## config.mk

```make
export PLATFORM = sky130hd
export DESIGN_NAME = tt_um_chip_sp_receptor_mensaje
export DESIGN_NICKNAME = d
export VERILOG_FILES = /design/src/rtl/tt_um_chip_sp_receptor_mensaje.sv
export SDC_FILE = /design/constraint.sdc
export NUM_CORES = 1
export LEC_CHECK = 0
export CAP_MARGIN = 30
export CORE_MARGIN = 2
export CORE_UTILIZATION = 50
export DETAILED_ROUTE_END_ITERATION = 8
export GPL_ROUTABILITY_DRIVEN = 0
export GPL_TIMING_DRIVEN = 0
export PLACE_DENSITY = 0.72
export SLEW_MARGIN = 5
export SYNTH_ARGS = -nofsm -noshare
export SYNTH_HDL_FRONTEND = slang
export SYNTH_SLANG_ARGS = --single-unit
```

## constraint.sdc

```tcl
create_clock -name clk -period 1.85 [get_ports clk]
set_input_delay 0.37 -clock clk [delete_from_list [all_inputs] [get_ports clk]]
set_output_delay 0.37 -clock clk [all_outputs]
set_load 0.005 [all_outputs]
```

## src/rtl/tt_um_chip_sp_receptor_mensaje.sv

```systemverilog
// Receive side of the ASCII message path: frames terminator-ended messages and
// reports length, XOR checksum, word count and status flags on the display bus.
module tt_um_chip_sp_receptor_mensaje #(
  parameter logic [7:0] TERM_CHAR = 8'h3B,
  parameter logic [7:0] MAX_LEN   = 8'd255
) (
  input  logic       clk,
  input  logic       rst_n,
  input  logic       ena,
  input  logic [7:0] ui_in,
  output logic [7:0] uo_out,
  input  logic [7:0] uio_in,
  output logic [7:0] uio_out,
  output logic [7:0] uio_oe
);

  localparam logic [1:0] IDLE = 2'd0;
  localparam logic [1:0] RECV = 2'd1;
  localparam logic [1:0] DONE = 2'd2;

  logic [1:0] state;
  logic [7:0] run_len, run_chk, run_words;
  logic [7:0] res_len, res_chk, res_words;
  logic       prev_space, overflow, error, done;
  logic [7:0] uo_next;

  logic       valid, clr;
  logic [1:0] sel;
  logic       is_term, is_space, bad_char, busy;
  logic       unused_bits;

  assign valid       = uio_in[0];
  assign sel         = uio_in[2:1];
  assign clr         = uio_in[3];
  assign unused_bits = &{1'b0, uio_in[7:4]};

  assign is_term  = (ui_in == TERM_CHAR);
  assign is_space = (ui_in == 8'h20);
  assign bad_char = (ui_in < 8'h20) || (ui_in > 8'h7E);
  assign busy     = (state == RECV);

  assign uio_out = {overflow, error, done, busy, 4'b0000};
  assign uio_oe  = 8'hF0;

  always_comb begin
    uo_next = '0;
    case (sel)
      2'b00:   uo_next = res_len;
      2'b01:   uo_next = res_chk;
      2'b10:   uo_next = res_words;
      default: uo_next = {4'b0000, overflow, error, done, busy};
    endcase
  end

  always_ff @(posedge clk or negedge rst_n) begin
    if (!rst_n) begin
      state      <= IDLE;
      run_len    <= '0;
      run_chk    <= '0;
      run_words  <= '0;
      res_len    <= '0;
      res_chk    <= '0;
      res_words  <= '0;
      prev_space <= 1'b1;
      overflow   <= 1'b0;
      error      <= 1'b0;
      done       <= 1'b0;
      uo_out     <= '0;
    end else begin
      uo_out <= uo_next;
      if (ena) begin
        if (clr) begin
          state      <= IDLE;
          run_len    <= '0;
          run_chk    <= '0;
          run_words  <= '0;
          res_len    <= '0;
          res_chk    <= '0;
          res_words  <= '0;
          prev_space <= 1'b1;
          overflow   <= 1'b0;
          error      <= 1'b0;
          done       <= 1'b0;
        end else if (valid) begin
          if (state == RECV) begin
            if (is_term) begin
              res_len   <= run_len;
              res_chk   <= run_chk;
              res_words <= run_words;
              done      <= 1'b1;
              state     <= DONE;
            end else begin
              run_chk <= run_chk ^ ui_in;
              if (run_len == MAX_LEN) overflow <= 1'b1;
              else                    run_len  <= run_len + 8'd1;
              // A word starts on the first non-space after a space.
              if (prev_space && !is_space && (run_words != MAX_LEN))
                run_words <= run_words + 8'd1;
              prev_space <= is_space;
              if (bad_char) error <= 1'b1;
            end
          end else if (!is_term) begin
            // IDLE and DONE both open a new frame on a non-terminator.
            state      <= RECV;
            run_len    <= 8'd1;
            run_chk    <= ui_in;
            run_words  <= {7'b0, !is_space};
            prev_space <= is_space;
            error      <= bad_char;
            overflow   <= 1'b0;
            done       <= 1'b0;
          end
        end
      end
    end
  end

endmodule

```

==> impl_metrics.json <==
{
  "synth_edf_count": 0,
  "path_cells": "dlygate4sd2_1, or4b_4, o2111a_2, buf_4, a32o_1",
  "relSlewSlack_pct": 50.2,
  "combPwrFrac_pct": 11.9,
  "clkLatencyLatePin_ns": 0.35,
  "io_buffers": 23,
  "synth-simple-area-share_pct": 14.4,
  "seq_area_frac_synth_pct": 48.9,
  "antenna_found_initial": 0,
  "clock-sinks": 61,
  "clk_pin_slew_ns": 0.07,
  "ys_ff_latch": 61,
  "rows": 28,
  "grt_usage_pct": 21.8,
  "area_growth_syn_to_layout_pct": 25.5,
  "dp_slack_ns": -0.622,
  "max_cap_violations": 0,
  "pwr-share-clk_pct": 46.6,
  "firstDrtPassIters": 4,
  "switchingPower_w": 0.000835,
  "synth_top_family_by_area": "compound AO/OA/AOI/OAI gates",
  "critPathKind": "input port to flop",
  "grt_pass1_wl_mm": 11.8,
  "setup-tns-final_ns": 0,
  "synth_most_common_cell": "dfrtp_1",
  "maxSlewViolCount": 0,
  "hold_viol_final": 0,
  "dp_hpwl_mm": 4.92,
  "first_iter_violations": 229,
  "ys.flop_type": "dfrtp_1",
  "synth_warnings": 0,
  "min_period_over_period_pct": 96.2,
  "finalSetupViolations": 0,
  "netlist_top_cells_area": "dfrtp_1, a22o_1, buf_4",
  "io_pins": 43,
  "hold_path.class": "input port to async pin",
  "yosys-mux-area-fraction_pct": 4.48,
  "power_leakage_nw": 1.81,
  "htree_levels": 3,
  "die_h_um": 83.1,
  "routed_wirelength_mm": 7.23,
  "synthTopCellsByCount": "dfrtp_1, nand2_1, a22o_1",
  "wl_met1_mm": 3.38,
  "synth.largest_area_cell": "dfrtp_1",
  "grt_max_degree": 62,
  "timing.fmax_mhz": 562,
  "worstSetupStartpointType": "input port",
  "die-area_sq_mm": 0.00690,
  "nNetsFinal": 371,
  "stdcell_area_sq_mm": 0.00392,
  "ys_types": 54,
  "coreArea_sq_mm": 0.00599,
  "endpoint_kind": "flop",
  "dr_total_vias": 2523,
  "grt_pass1_vias": 2281,
  "layout_setup_ws_ns": 0.0696,
  "die_w_um": 83.1,
  "skew_ns": 0.00890,
  "wl_met3_um": 448,
  "synth_top_area_share_pct": 48.0,
  "crit_arrival_ns": 2.02,
  "p_per_area_mw_per_mm2": 886,
  "netlist_area_sq_mm": 0.00313,
  "synth_cells": 294,
  "switching_share_pct": 24.0,
  "cts_hold_buf": 0,
  "crit_fanout": 6,
  "synthAdderAreaFrac_pct": 0.800,
  "antenna_cells": 0,
  "synth-xor-area-share_pct": 2.24,
  "synth_compound_area_share_pct": 22.4,
  "tightest_slew_ns": 0.747,
  "crit_path_max_incr_delay_ns": 0.60,
  "drive_above_1_share_pct": 22.3,
  "cts_tree": "done",
  "numCtsBuffers": 9,
  "place_area_sq_mm": 0.00349,
  "wl_per_cell_um": 16.8,
  "cpMaxStageDelayCell": "or4b_4",
  "start_util_pct": 52.2,
  "async_flop_share_pct": 100,
  "final_antenna_net_count": 0,
  "topRoutingLayerUsed": "met4",
  "outcome": "finished clean",
  "avgSynthCellArea_sq_um": 10.6,
  "wl_met2_mm": 3.31,
  "hold_ws_ns": 0.0837,
  "layout_min_cycle_time_ns": 1.78,
  "clock-root-buffer": "clkbuf_8",
  "gr-total-overflow": 0,
  "route.detailed.vias_per_inst": 5.87,
  "drc_errors": 0,
  "clock_path_buffers": 2,
  "seqPwrFrac_pct": 41.5,
  "intPower_w": 0.00264,
  "ir_drop_mv": 0.625,
  "cp.required_ns": 2.09
}
[worst max-delay path, delay by kind of cell]
family | cells | cell delay (ns)
simple gates | 1 | 0.60
compound gates | 2 | 0.58
buf+inv | 2 | 0.47
[through the flow]
| stage | power [W] | cells | util [%] |
|---|---|---|---|
| 2_1_floorplan | 0.00167 | 304 | - |
| 3_3_place_gp | 0.00182 | 402 | 58.2 |
| 3_5_place_dp | 0.00182 | 402 | 58.2 |
| 4_1_cts | 0.00348 | 428 | 64.6 |
| 5_1_grt | 0.00361 | 430 | 65.5 |
| 6_report | 0.00348 | 430 | 65.5 |
[flip-flops by register name (all words and copies together), names as in the netlist]
signal / flops
res_chk: 8
res_len: 8
res_words: 8
run_chk: 8
run_len: 8
run_words: 8
uo_out: 8
done: 1
error: 1
overflow: 1
prev_space: 1
state: 1
[per-layer routing]
metal | track usage [%] | vias up
met5 | 0 | -
met4 | 9.39 | 0
met3 | 3.58 | 9
met2 | 32.3 | 85
met1 | 31.7 | 1236
li1 | - | 1193
[path summary, 6_finish.rpt]
kind                           endpoint  slack (ns)        from  cells past startpoint
setup / recovery             run_len[1]        0.07    ui_in[6]                      5
hold / removal               run_len[3]        0.08       rst_n                      1
setup reg to reg           res_words[3]        0.11        done                      6
hold reg to reg               uo_out[4]        0.50  res_chk[4]                      2
max in group asynchronous          done        1.23       rst_n                      1
min in group clk             run_chk[1]        0.45    ui_in[1]                      3
[placed cells by master (no fill, tap or decap), types with 3 or more instances in the layout]
master           instances
a21oi_1                 13
a22o_1                  24
a31oi_1                  5
and3_1                   7
buf_2                    3
buf_4                   33
bufinv_16                4
clkbuf_1                 3
clkbuf_8                11
clkdlybuf4s50_1         14
conb_1                  12
dfrtp_1                 59
dlygate4sd2_1            5
inv_1                    4
mux2i_1                  5
mux4_2                   4
nand2_1                 34
nand3_1                  7
nand4_1                  7
nor2_1                   8
o211ai_1                 5
o21ai_0                 21
o31ai_1                  3
or4_1                    3
xor2_1                   8
[repair_timing]
action	4_1_cts	5_1_grt
endpoints found under the setup margin	48	34
pin swaps	4	3
setup buffers	11	2
gates resized for setup	17	11
[cells by family (layout without fill, tap and decap cells)]
logic type	Yosys count	in the layout
mux	9	9
simple gates	83	83
xor+xnor	8	8
flops	61	61
fa+ha+maj	2	2
other cells	2	12
buf+inv	33	84
compound gates	96	96
[final cells by class]
type	instances	area (sq um)
fillers	466	2070
flip-flops and latches	61	1530
multi-input cells	210	1480
repair buffers	36	334
plain buffers	28	201
clock buffers	10	138
clock inverters	6	134
well taps	75	93.8
inverters	4	15.0
[power by group through the flow]
stage	clock, W	sequential, W	combinational (W)
6_report	0.00162	0.00144	0.000414
5_1_grt	0.00171	0.00145	0.000455
4_1_cts	0.00164	0.00144	0.000401
3_5_place_dp	0	0.00147	0.000355
3_3_place_gp	0	0.00147	0.000348
2_1_floorplan	0	0.00145	0.000220
No activity file was read; power rests on OpenSTA's default activity.
